## config.mk

```make
export PLATFORM = sky130hd
export DESIGN_NAME = div_ratio_monitor_flat
export DESIGN_NICKNAME = d
export VERILOG_FILES = /design/src/rtl/div_ratio_monitor_if.sv /design/src/rtl/div_ratio_monitor.sv /design/src/flat_wrapper.sv
export SDC_FILE = /design/constraint.sdc
export NUM_CORES = 1
export LEC_CHECK = 0
export CORE_MARGIN = 2
export CORE_UTILIZATION = 25
export DETAILED_ROUTE_END_ITERATION = 10
export PLACE_DENSITY = 0.44
export SLEW_MARGIN = 0
export SYNTH_ARGS = -nofsm -noshare
export SYNTH_HDL_FRONTEND = slang
export SYNTH_SLANG_ARGS = --single-unit
```

## constraint.sdc

```tcl
create_clock -name clk -period 2.93 [get_ports clk]
set_input_delay 0.586 -clock clk [delete_from_list [all_inputs] [get_ports clk]]
set_output_delay 0.586 -clock clk [all_outputs]
set_load 0.02 [all_outputs]
```

## src/rtl/div_ratio_monitor_if.sv

```systemverilog
// Bundle between a divided-clock source/consumer and div_ratio_monitor.
// Handshake: meas_valid qualifies period_out/high_out for exactly one clk
// cycle and there is no ready, so a consumer must capture on the pulse.
// locked and timeout are levels; state_dbg mirrors the FSM state.
interface div_ratio_monitor_if #(
  parameter int CW = 8
);
  logic          sig_in;
  logic [CW-1:0] period_out;
  logic [CW-1:0] high_out;
  logic          meas_valid;
  logic          locked;
  logic          timeout;
  logic          state_dbg;

  modport master (
    output sig_in,
    input  period_out,
    input  high_out,
    input  meas_valid,
    input  locked,
    input  timeout,
    input  state_dbg
  );

  modport slave (
    input  sig_in,
    output period_out,
    output high_out,
    output meas_valid,
    output locked,
    output timeout,
    output state_dbg
  );
endinterface

```

## src/rtl/div_ratio_monitor.sv

```systemverilog
// Measures period and high time of an asynchronous divided clock in clk
// cycles and declares lock after LOCK_CNT consecutive in-tolerance periods.
module div_ratio_monitor #(
  parameter int CW         = 8,
  parameter int EXP_PERIOD = 3,
  parameter int TOL        = 0,
  parameter int LOCK_CNT   = 4
) (
  input logic               clk,
  input logic               rst,
  div_ratio_monitor_if.slave bus
);

  typedef enum logic {
    SEARCH  = 1'b0,
    MEASURE = 1'b1
  } state_t;

  localparam logic [CW-1:0] CNT_MAX = {CW{1'b1}};
  localparam logic [CW:0]   EXP_W   = (CW+1)'(EXP_PERIOD);
  localparam logic [CW:0]   TOL_W   = (CW+1)'(TOL);
  localparam logic [3:0]    LOCK_W  = 4'(LOCK_CNT);

  logic          s1, s2, s3;
  state_t        state;
  logic [CW-1:0] hi_cnt, lo_cnt;
  logic [CW-1:0] period_q, high_q;
  logic          meas_valid_q, locked_q, timeout_q;
  logic [3:0]    match_cnt;

  logic          rise;
  logic [CW-1:0] sum;
  logic [CW:0]   sum_w, diff;
  logic          match;
  logic [3:0]    match_next;

  assign rise  = s2 & ~s3;
  assign sum   = hi_cnt + lo_cnt;
  // One extra bit so the distance from EXP_PERIOD never wraps.
  assign sum_w = {1'b0, sum};
  assign diff  = (sum_w >= EXP_W) ? (sum_w - EXP_W) : (EXP_W - sum_w);
  assign match = (diff <= TOL_W);
  assign match_next = (match_cnt >= LOCK_W) ? LOCK_W : (match_cnt + 4'd1);

  always_ff @(posedge clk or negedge rst) begin
    if (!rst) begin
      s1 <= 1'b0;
      s2 <= 1'b0;
      s3 <= 1'b0;
    end else begin
      s1 <= bus.sig_in;
      s2 <= s1;
      s3 <= s2;
    end
  end

  always_ff @(posedge clk or negedge rst) begin
    if (!rst) begin
      state        <= SEARCH;
      hi_cnt       <= '0;
      lo_cnt       <= '0;
      period_q     <= '0;
      high_q       <= '0;
      meas_valid_q <= 1'b0;
      locked_q     <= 1'b0;
      timeout_q    <= 1'b0;
      match_cnt    <= '0;
    end else begin
      meas_valid_q <= 1'b0;
      case (state)
        SEARCH: begin
          if (rise) begin
            state  <= MEASURE;
            hi_cnt <= CW'(1);
            lo_cnt <= '0;
          end
        end
        MEASURE: begin
          // A rise takes priority over saturation, so a full-scale period still publishes.
          if (rise) begin
            period_q     <= sum;
            high_q       <= hi_cnt;
            meas_valid_q <= 1'b1;
            timeout_q    <= 1'b0;
            hi_cnt       <= CW'(1);
            lo_cnt       <= '0;
            if (match) begin
              match_cnt <= match_next;
              locked_q  <= (match_next == LOCK_W);
            end else begin
              match_cnt <= '0;
              locked_q  <= 1'b0;
            end
          end else if (sum == CNT_MAX) begin
            timeout_q <= 1'b1;
            locked_q  <= 1'b0;
            match_cnt <= '0;
            hi_cnt    <= '0;
            lo_cnt    <= '0;
            state     <= SEARCH;
          end else if (s2) begin
            hi_cnt <= hi_cnt + 1'b1;
          end else begin
            lo_cnt <= lo_cnt + 1'b1;
          end
        end
        default: state <= SEARCH;
      endcase
    end
  end

  assign bus.period_out = period_q;
  assign bus.high_out   = high_q;
  assign bus.meas_valid = meas_valid_q;
  assign bus.locked     = locked_q;
  assign bus.timeout    = timeout_q;
  assign bus.state_dbg  = (state == MEASURE);

endmodule

```

## src/flat_wrapper.sv

```systemverilog
// flat-port wrapper written by rule: the top's interface ports become plain ports
module div_ratio_monitor_flat 
#(
  parameter int CW         = 8,
  parameter int EXP_PERIOD = 3,
  parameter int TOL        = 0,
  parameter int LOCK_CNT   = 4
)
  (clk, rst, bus_sig_in, bus_period_out, bus_high_out, bus_meas_valid, bus_locked, bus_timeout, bus_state_dbg);
  div_ratio_monitor_if #(.CW(CW)) bus_i ();
  input logic clk;
  input logic rst;
  input wire logic [$bits(bus_i.sig_in)-1:0] bus_sig_in;
  output wire logic [$bits(bus_i.period_out)-1:0] bus_period_out;
  output wire logic [$bits(bus_i.high_out)-1:0] bus_high_out;
  output wire logic [$bits(bus_i.meas_valid)-1:0] bus_meas_valid;
  output wire logic [$bits(bus_i.locked)-1:0] bus_locked;
  output wire logic [$bits(bus_i.timeout)-1:0] bus_timeout;
  output wire logic [$bits(bus_i.state_dbg)-1:0] bus_state_dbg;
  assign bus_i.sig_in = bus_sig_in;
  assign bus_period_out = bus_i.period_out;
  assign bus_high_out = bus_i.high_out;
  assign bus_meas_valid = bus_i.meas_valid;
  assign bus_locked = bus_i.locked;
  assign bus_timeout = bus_i.timeout;
  assign bus_state_dbg = bus_i.state_dbg;
  div_ratio_monitor #(.CW(CW), .EXP_PERIOD(EXP_PERIOD), .TOL(TOL), .LOCK_CNT(LOCK_CNT)) u_core (.clk(clk), .rst(rst), .bus(bus_i));
endmodule
```

---- Word-level counts from Yosys, hierarchy flattened ----
Cells that the tools add are included.
storage, ports and cells
  register bits ........................... 43
  word-level logic and storage cells ...... 59
  output and inout bits ................... 20
operators by class
  equality and inequality tests ........... 5
  add/sub/neg operators ................... 6
  order comparisons ....................... 3
  reduce and logical (&&, ||, !) cells .... 5
  bitwise gates (word level) .............. 3
  muxes and demuxes ....................... 25
operators by type and width
  cell                 count
  $mux 8               8
  $pmux 8 s2           2
  $add 8x1->8 const B  2
  $mux 4               4
  $le 9x1->1 const B   1
  $mux 1               9
  $mux 9               1
  $sub 2x8->9 const A  1
  $sub 8x2->9 const B  1
  $add 8x8->8          1
  $eq 8x8->1 const B   1
  $ge 8x2->1 const B   1
  $reduce_and 2->1     4
  $add 4x1->4 const B  1
  $eq 4x3->1 const B   1
  $ge 4x3->1 const B   1
  $ne 4x3->1 const B   1
  $ne 4x4->1 const B   1
  $ne 2x1->1 const B   1
  $not 1->1            2
  $pmux 1 s2           1
  $reduce_bool 2->1    1
  $and 1x1->1          1

---- Longest topological paths before layout ----
Gate-level depths: netlist (run 1).
  depth after elaboration ................. 6
  depth in mapped cells ................... 12
  mapped depth without buffers ............ 11

---- Worst setup path after synthesis (run 1) ----
No wires, ideal clock.
  kind .................................... register to register
  from .................................... register u_core.lo_cnt[0]
  to ...................................... register u_core.hi_cnt[6]
  path buffers ............................ 1
  library setup time ...................... 79 ps
  data required time ...................... 2851 ps
  arrival time ............................ 2536 ps
  stages on the path, launching flop included .. 12
  setup slack ............................. 315 ps
  path through ............................ dfrtp_1 > ha_1 > fa_1 > xnor2_1 > inv_1 > ha_1 > o2111ai_1 > a21oi_1 > o2111ai_2 > buf_2 > a211oi_1 > mux2i_1
on the way
  cells in the longest elaborated chain, start to end .. 5
  elaborated cells between the ends (all ways) .. 7
  classes of those cells .................. 1 x add/sub; 2 x eq/ne; 3 x mux; 1 x reduce/logical
RTL lines
  item                     line                      text
  from (decl)              div_ratio_monitor.sv:26   logic [CW-1:0] hi_cnt, lo_cnt;
  from (signal assigned)   div_ratio_monitor.sv:104  lo_cnt <= lo_cnt + 1'b1;
  $add 8x8->8 *            div_ratio_monitor.sv:38   assign sum = hi_cnt + lo_cnt;
  named net u_core.sum[2]  div_ratio_monitor.sv:32   logic [CW-1:0] sum;
  $eq 8x8->1 *             div_ratio_monitor.sv:94   end else if (sum == CNT_MAX) begin
  $mux 8                   div_ratio_monitor.sv:94
  $mux 8                   div_ratio_monitor.sv:80   if (rise) begin
  $pmux 8 s2               div_ratio_monitor.sv:70   case (state)
  to (signal assigned)     div_ratio_monitor.sv:102  hi_cnt <= hi_cnt + 1'b1;
  to (decl)                div_ratio_monitor.sv:26
Mark *: on every way through the listed nets, which the timed path passes. The rest lies on a longest branch.
A chain may end at the register's enable or synchronous reset.

---- Worst setup path in the final report (run 1) ----
  from .................................... register u_core.lo_cnt[1]
  to ...................................... register u_core.hi_cnt[3]
The elaborated chain is that of the path after synthesis.

==> impl_metrics.py, run 1 <==
metrics = {
    "clock_tree": {
        "clk_latency_ns": 0.30,
        "clk_pin_slew_worst_paths_ns": 0.09,
        "cts_tree": "yes",
        "cts_num_sinks": 43,
        "clk_path_buf_depth": 2,
        "cts-root-buf": "clkbuf_8",
        "cts_buffers": 5,
        "cts_resized": 0,
        "htreeDepth": 2,
    },
    "power_and_ir_drop": {
        "cell_internal_pwr_mw": 1.031,
        "p_switching_uw": 487.4,
        "peakVddDrop_uv": 162.7,
        "finalPower_mw": 1.519,
        "p_leak_nw": 1.330,
        "p_comb_share_pct": 29.6,
        "p_clk_share_pct": 24.7,
        "seq_power_share_pct": 45.6,
        "switching_share_pct": 32.10,
        "pwr_density_cell_nw_per_um2": 530.3,
    },
    "route": {
        "vias": 1797,
        "wire_per_inst_um": 14.99,
        "ant_nets": 0,
        "vias_per_cell": 4.831,
        "drc": 0,
        "first_iter_violations": 43,
        "drt-total-wl_um": 5576,
        "drtPass1Iterations": 4,
    },
    "sta": {
        "rsz0062_at_grt": "no",
        "finClkSkew_ns": 0.01380,
        "timing.final.crit_share_pct": 91.91,
        "tightest_slew_ns": 0.9886,
        "timing.final.hold_violations": 0,
        "setup_viol": 0,
        "period_needed_ns": 2.693,
        "tns_ns": 0,
        "drv_slew": 0,
        "fmax_mhz": 371.3,
        "max-slew-margin-rel_pct": 34.10,
    },
    "run_status": {
        "outcome": "finished clean",
    },
    "synthesis": {
        "syn_avg_cell_area_sq_um": 10.42,
        "syn_area_sq_um": 2355,
        "synth_top_cell_by_area": "dfrtp_1",
        "yosys_register_bits": 43,
        "synth_common_cells": "43 x dfrtp_1, 17 x nor2_1, 16 x nand2_1, 13 x ha_1, 12 x o21ai_0",
        "syn_inst": 226,
        "synth_edf_count": 0,
        "synthTopCellsByArea": "dfrtp_1 46%, ha_1 6.9%, mux2_2 5.3%",
        "yosysSeqAreaShare_pct": 45.70,
        "synthDistinctLibCells": 50,
        "yosysMostFrequentCell": "dfrtp_1",
        "yosys_warnings": 0,
        "syn_nets": 243,
        "synthFlopType": "dfrtp_1",
        "async_flop_share_pct": 100.0,
        "synth_top_cell_area_share_pct": 45.70,
    },
    "critical_path": {
        "worstPathArrival_ns": 2.93,
        "max_stage_delay_ns": 0.39,
        "startpoint_type": "flip-flop",
        "crit_chain": "ha_1, a21o_1, a21oi_1, xor2_1, inv_1, ha_1, o2111ai_1, a21oi_1, o2111ai_2, buf_4, nor4bb_1, a41o_1",
        "timing.setup.critical_path_class": "reg -> reg",
        "worstPathRequired_ns": 3.16,
        "critPathMaxFanout": 10,
        "path_delay_family": "compound AO/OA/AOI/OAI gates",
        "cp_slowest_cell": "dfrtp_1",
        "critPathBufInv": 2,
        "cp-end-kind": "flip-flop",
    },
    "floorplanning": {
        "die_w_um": 101.1,
        "die_area_sq_um": 10210,
        "fp.dieH_um": 101.1,
        "start_util_pct": 25.61,
        "fp.coreArea_sq_um": 9196,
        "pin_count": 23,
        "rows": 35,
    },
    "global_routing": {
        "gr-total-overflow": 0,
        "antenna_found_initial": 0,
        "grt_pass1_wl_um": 9473,
        "grt.total_usage_pct": 11.78,
        "grt_pass1_vias": 1818,
        "grt_max_degree": 44,
    },
    "cells_and_area": {
        "diodes": 0,
        "nNetsFinal": 278,
        "area_growth_pct": 21.63,
        "drive_gt1_share_pct": 15.33,
        "fillers": 970,
    },
    "placed_design": {
        "dp_hpwl_um": 4095,
        "gp_congestion": 0.8156,
        "port_buffers": 22,
    },
    "flow_run": {
        "max_cap_viol_count": 0,
    },
    "hold_path": {
        "min_path_type": "reg -> reg",
    },
}
[per-layer routing]
layer / track usage, % / wire length, um
met1: 16.49 / 2919
met3: 2.843 / 82
met2: 18.39 / 2573
met5: 0 / 0
met4: 2.703 / 0
[state kept, by name, summed over array words and instances, names as in the netlist]
register               count
u_core.bus.high_out        8
u_core.match_cnt           4
u_core.bus.timeout         1
u_core.lo_cnt              8
u_core.bus.locked          1
u_core.hi_cnt              8
u_core.bus.state_dbg       1
u_core.s2                  1
u_core.bus.period_out      8
u_core.s3                  1
u_core.s1                  1
u_core.bus.meas_valid      1
[worst register-to-register path: stages, from the launching register on]
cell       delay, ns
dfrtp_1         0.39
ha_1            0.32
a21o_1          0.19
a21oi_1         0.19
xor2_1          0.22
inv_1           0.11
ha_1            0.20
o2111ai_1       0.10
a21oi_1         0.07
o2111ai_2       0.17
buf_4           0.24
nor4bb_1        0.29
a41o_1          0.13
[cells by family (layout without fill, tap and decap cells)]
logic type	after synthesis	in the layout	share of synthesized area [%]
XOR/XNOR	12	12	5.367
flip-flops	43	43	45.70
buffers and inverters	18	53	2.976
AO/OA/AOI/OAI	55	55	16.15
multiplexers	15	15	6.961
AND/OR/NAND/NOR	69	69	15.09
adder cells (fa/ha/maj)	14	14	7.758
[metrics by stage]
stage          hold slack (ns)  utilization (%)  cells  cell area (sq um)  setup WS [ns]
3_3_place_gp            0.3350            30.16    364               2774         0.2641
2_1_floorplan           0.2904                -    226               2355         0.3147
5_1_grt                 0.3727            31.14    372               2864        0.02491
6_report                0.3557            31.14    372               2864         0.2369
4_1_cts                 0.3573            31.06    371               2856         0.2168
3_5_place_dp            0.3347            30.16    364               2774         0.2616
[cell type report]
type,count,area [sq um],share of cell area [%]
Multi-Input combinational cell,165,1209,42.20
Sequential cell,43,1076,37.57
Timing Repair Buffer,36,320.3,11.18
Tap cell,111,138.9,4.849
Clock buffer,5,68.82,2.403
Inverter,10,37.54,1.311
Clock inverter,2,13.76,0.4806
[what timing repair did]
item / 4_1_cts / 5_1_grt
endpoints found under the setup margin: 0 / 1
hold buffers: 0 / 0
buffers inserted: 0 / 1
[cells in the final DEF (no fill, tap or decap), types with 2 or more instances in the layout]
master and n:
inv_1 10, o21ai_1 3, nor2_1 17, mux2i_1 4
xor2_1 6, clkbuf_8 5, o22ai_1 2, nand4_1 6
a211oi_1 3, nand3_1 9, a21oi_1 10, and3_1 3
nand2b_1 2, dfrtp_1 43, buf_4 14, xnor2_1 4
o21ai_0 12, a41o_1 2, mux2_2 11, nand2_1 16
and4_1 2, nor2b_1 6, o211ai_1 7, ha_1 13
a21boi_0 2, clkdlybuf4s50_1 21
[final timing paths]
path / from / end / slack [ns] / cells after the start
max: u_core.lo_cnt[1] / u_core.hi_cnt[3] / 0.24 / 12
min in group asynchronous: rst / u_core.lo_cnt[2] / 0.44 / 1
min: u_core.s1 / u_core.s2 / 0.36 / 0
max in group asynchronous: rst / u_core.hi_cnt[4] / 1.87 / 1
max reg2reg: u_core.lo_cnt[1] / u_core.hi_cnt[3] / 0.24 / 12
min reg2reg: u_core.s1 / u_core.s2 / 0.36 / 0
[power by group through the flow]
stage / Sequential [mW] / Combinational (mW) / Clock [mW]
final: 0.693 / 0.450 / 0.376
after floorplan: 0.752 / 0.214 / 0
after global routing: 0.702 / 0.503 / 0.421
after CTS: 0.695 / 0.452 / 0.394
after detailed placement: 0.707 / 0.450 / 0
after global placement: 0.705 / 0.453 / 0
Note: power is estimated with default switching activity, not from simulation.
==> inputs of run 2 (changes only) <==
- CORE_MARGIN: 2 -> default
==> run 2 against run 1 <==
Compared with the run above: clock skew decreased by 0.011 ns; wire length decreased by 0.63%; via count increased by 0.33%; global-route usage increased by 0.37 points; largest cell class unchanged; largest power group unchanged.
==> impl_metrics.py, run 2 (synthesized netlist as in run 1, its figures left out) <==
metrics = {
    "run_status": {
        "outcome": "finished clean",
    },
    "critical_path": {
        "timing.setup.critical_path_class": "reg -> reg",
        "critPathBufInv": 2,
        "crit_top_cell": "ha_1",
        "crit_chain": "ha_1, a21o_1, a21oi_1, xor2_1, inv_1, ha_1, o2111ai_1, a21oi_2, o2111ai_4, buf_4, nor4bb_1, a41o_1",
        "cp-end-kind": "flip-flop",
        "startpoint_type": "flip-flop",
        "cp_slowest_cell": "dfrtp_1",
        "max_stage_delay_ns": 0.39,
        "worstPathRequired_ns": 3.17,
        "worstPathArrival_ns": 2.88,
        "path_delay_family": "compound AO/OA/AOI/OAI gates",
        "r2r_start": "u_core.lo_cnt[1]",
        "critical_path.startpoint": "u_core.lo_cnt[1]",
        "critPathMaxFanout": 10,
    },
    "route": {
        "drtPass1Iterations": 4,
        "vias_per_cell": 4.847,
        "drc": 0,
        "vias": 1803,
        "ant_nets": 0,
        "wire_per_inst_um": 14.90,
        "drt-total-wl_um": 5541,
        "first_iter_violations": 60,
    },
    "clock_tree": {
        "cts_buffers": 5,
        "cts_hold_buf": 0,
        "cts_tree": "yes",
        "clk_latency_ns": 0.30,
        "postCtsSetupBuffers": 0,
        "clk_pin_slew_worst_paths_ns": 0.09,
        "htreeDepth": 2,
        "clk_path_buf_depth": 2,
        "cts_resized": 0,
        "cts-root-buf": "clkbuf_8",
        "cts_num_sinks": 43,
    },
    "placed_design": {
        "post_dp_cell_area_sq_um": 2774,
        "place_ws_ns": 0.2438,
        "dp_hpwl_um": 4115,
        "port_buffers": 22,
        "gp_congestion": 0.8039,
    },
    "sta": {
        "period_needed_ns": 2.634,
        "tns_ns": 0,
        "max-slew-margin-rel_pct": 66.59,
        "timing.final.hold_violations": 0,
        "tightest_slew_ns": 0.5012,
        "setup_viol": 0,
        "whs_ns": 0.2432,
        "timing.final.crit_share_pct": 89.90,
        "worst_slack_ns": 0.2959,
        "rsz0062_at_grt": "no",
        "drv_slew": 0,
        "finClkSkew_ns": 0.003166,
        "fmax_mhz": 379.6,
    },
    "global_routing": {
        "grt_pass1_wl_um": 9280,
        "grt_pass1_vias": 1767,
        "antenna_found_initial": 0,
        "grt_max_degree": 23,
        "grt.total_usage_pct": 12.16,
        "gr-total-overflow": 0,
    },
    "cells_and_area": {
        "diodes": 0,
        "fillers": 960,
        "final_area_sq_um": 2914,
        "area_growth_pct": 23.75,
        "final_common_cell": "dfrtp_1",
        "drive_gt1_share_pct": 15.71,
        "layout_common_cells": "43 x dfrtp_1, 21 x clkdlybuf4s50_1, 17 x nor2_1, 16 x nand2_1, 13 x ha_1",
        "nNetsFinal": 277,
    },
    "power_and_ir_drop": {
        "p_leak_nw": 1.347,
        "cell_internal_pwr_mw": 1.144,
        "p_comb_share_pct": 27.2,
        "peakVddDrop_uv": 245.7,
        "pwr_density_cell_nw_per_um2": 562.9,
        "switching_share_pct": 30.23,
        "p_clk_share_pct": 30.5,
        "p_switching_uw": 496.0,
        "seq_power_share_pct": 42.3,
    },
    "flow_run": {
        "max_cap_viol_count": 0,
    },
    "floorplanning": {
        "fp.coreArea_sq_um": 9196,
        "rows": 35,
        "pin_count": 23,
        "die_area_sq_um": 9811,
        "fp.dieH_um": 99.05,
        "start_util_pct": 25.61,
        "die_w_um": 99.05,
    },
    "hold_path": {
        "min_path_type": "in -> async",
    },
}
[run 2: power groups by stage]
stage / Sequential (mW) / Combinational, mW / Clock, mW
6_report: 0.694 / 0.446 / 0.500
5_1_grt: 0.704 / 0.496 / 0.542
4_1_cts: 0.696 / 0.451 / 0.521
3_5_place_dp: 0.708 / 0.447 / 0
3_3_place_gp: 0.707 / 0.451 / 0
2_1_floorplan: 0.752 / 0.214 / 0
[run 2: metrics by stage]
stage               total power, mW  util [%]  cells
CTS                           1.668     31.48    372
detailed placement            1.155     30.16    364
floorplan                    0.9664         -    226
global route                  1.741     31.69    372
finish                        1.640     31.69    372
global placement              1.157     30.16    364
[run 2: area by class of cell]
class                   count  area, sq um  share of cell area (%)
inverters                  10        37.54                   1.288
clock buffers               6        82.58                   2.834
multi-input cells         165         1224                   41.99
flip-flops and latches     43         1076                   36.93
clock inverters             2        38.79                   1.331
well taps                 111        138.9                   4.766
repair buffers             35        316.6                   10.86
[run 2: final timing paths]
path	endpoint	slack (ns)	cells past startpoint
max	u_core.hi_cnt[3]	0.30	12
min	u_core.match_cnt[3]	0.24	1
max reg2reg	u_core.hi_cnt[3]	0.30	12
min reg2reg	u_core.s2	0.36	0
max in group asynchronous	u_core.lo_cnt[6]	1.98	2
min in group clk	u_core.s2	0.36	0
[run 2: routing by layer]
layer | wire [um] | up-vias | track usage [%]
li1 | - | 884 | -
met1 | 2767 | 895 | 16.70
met2 | 2564 | 19 | 19.53
met3 | 149 | 5 | 2.128
met4 | 59 | 0 | 3.733
met5 | 0 | - | 0
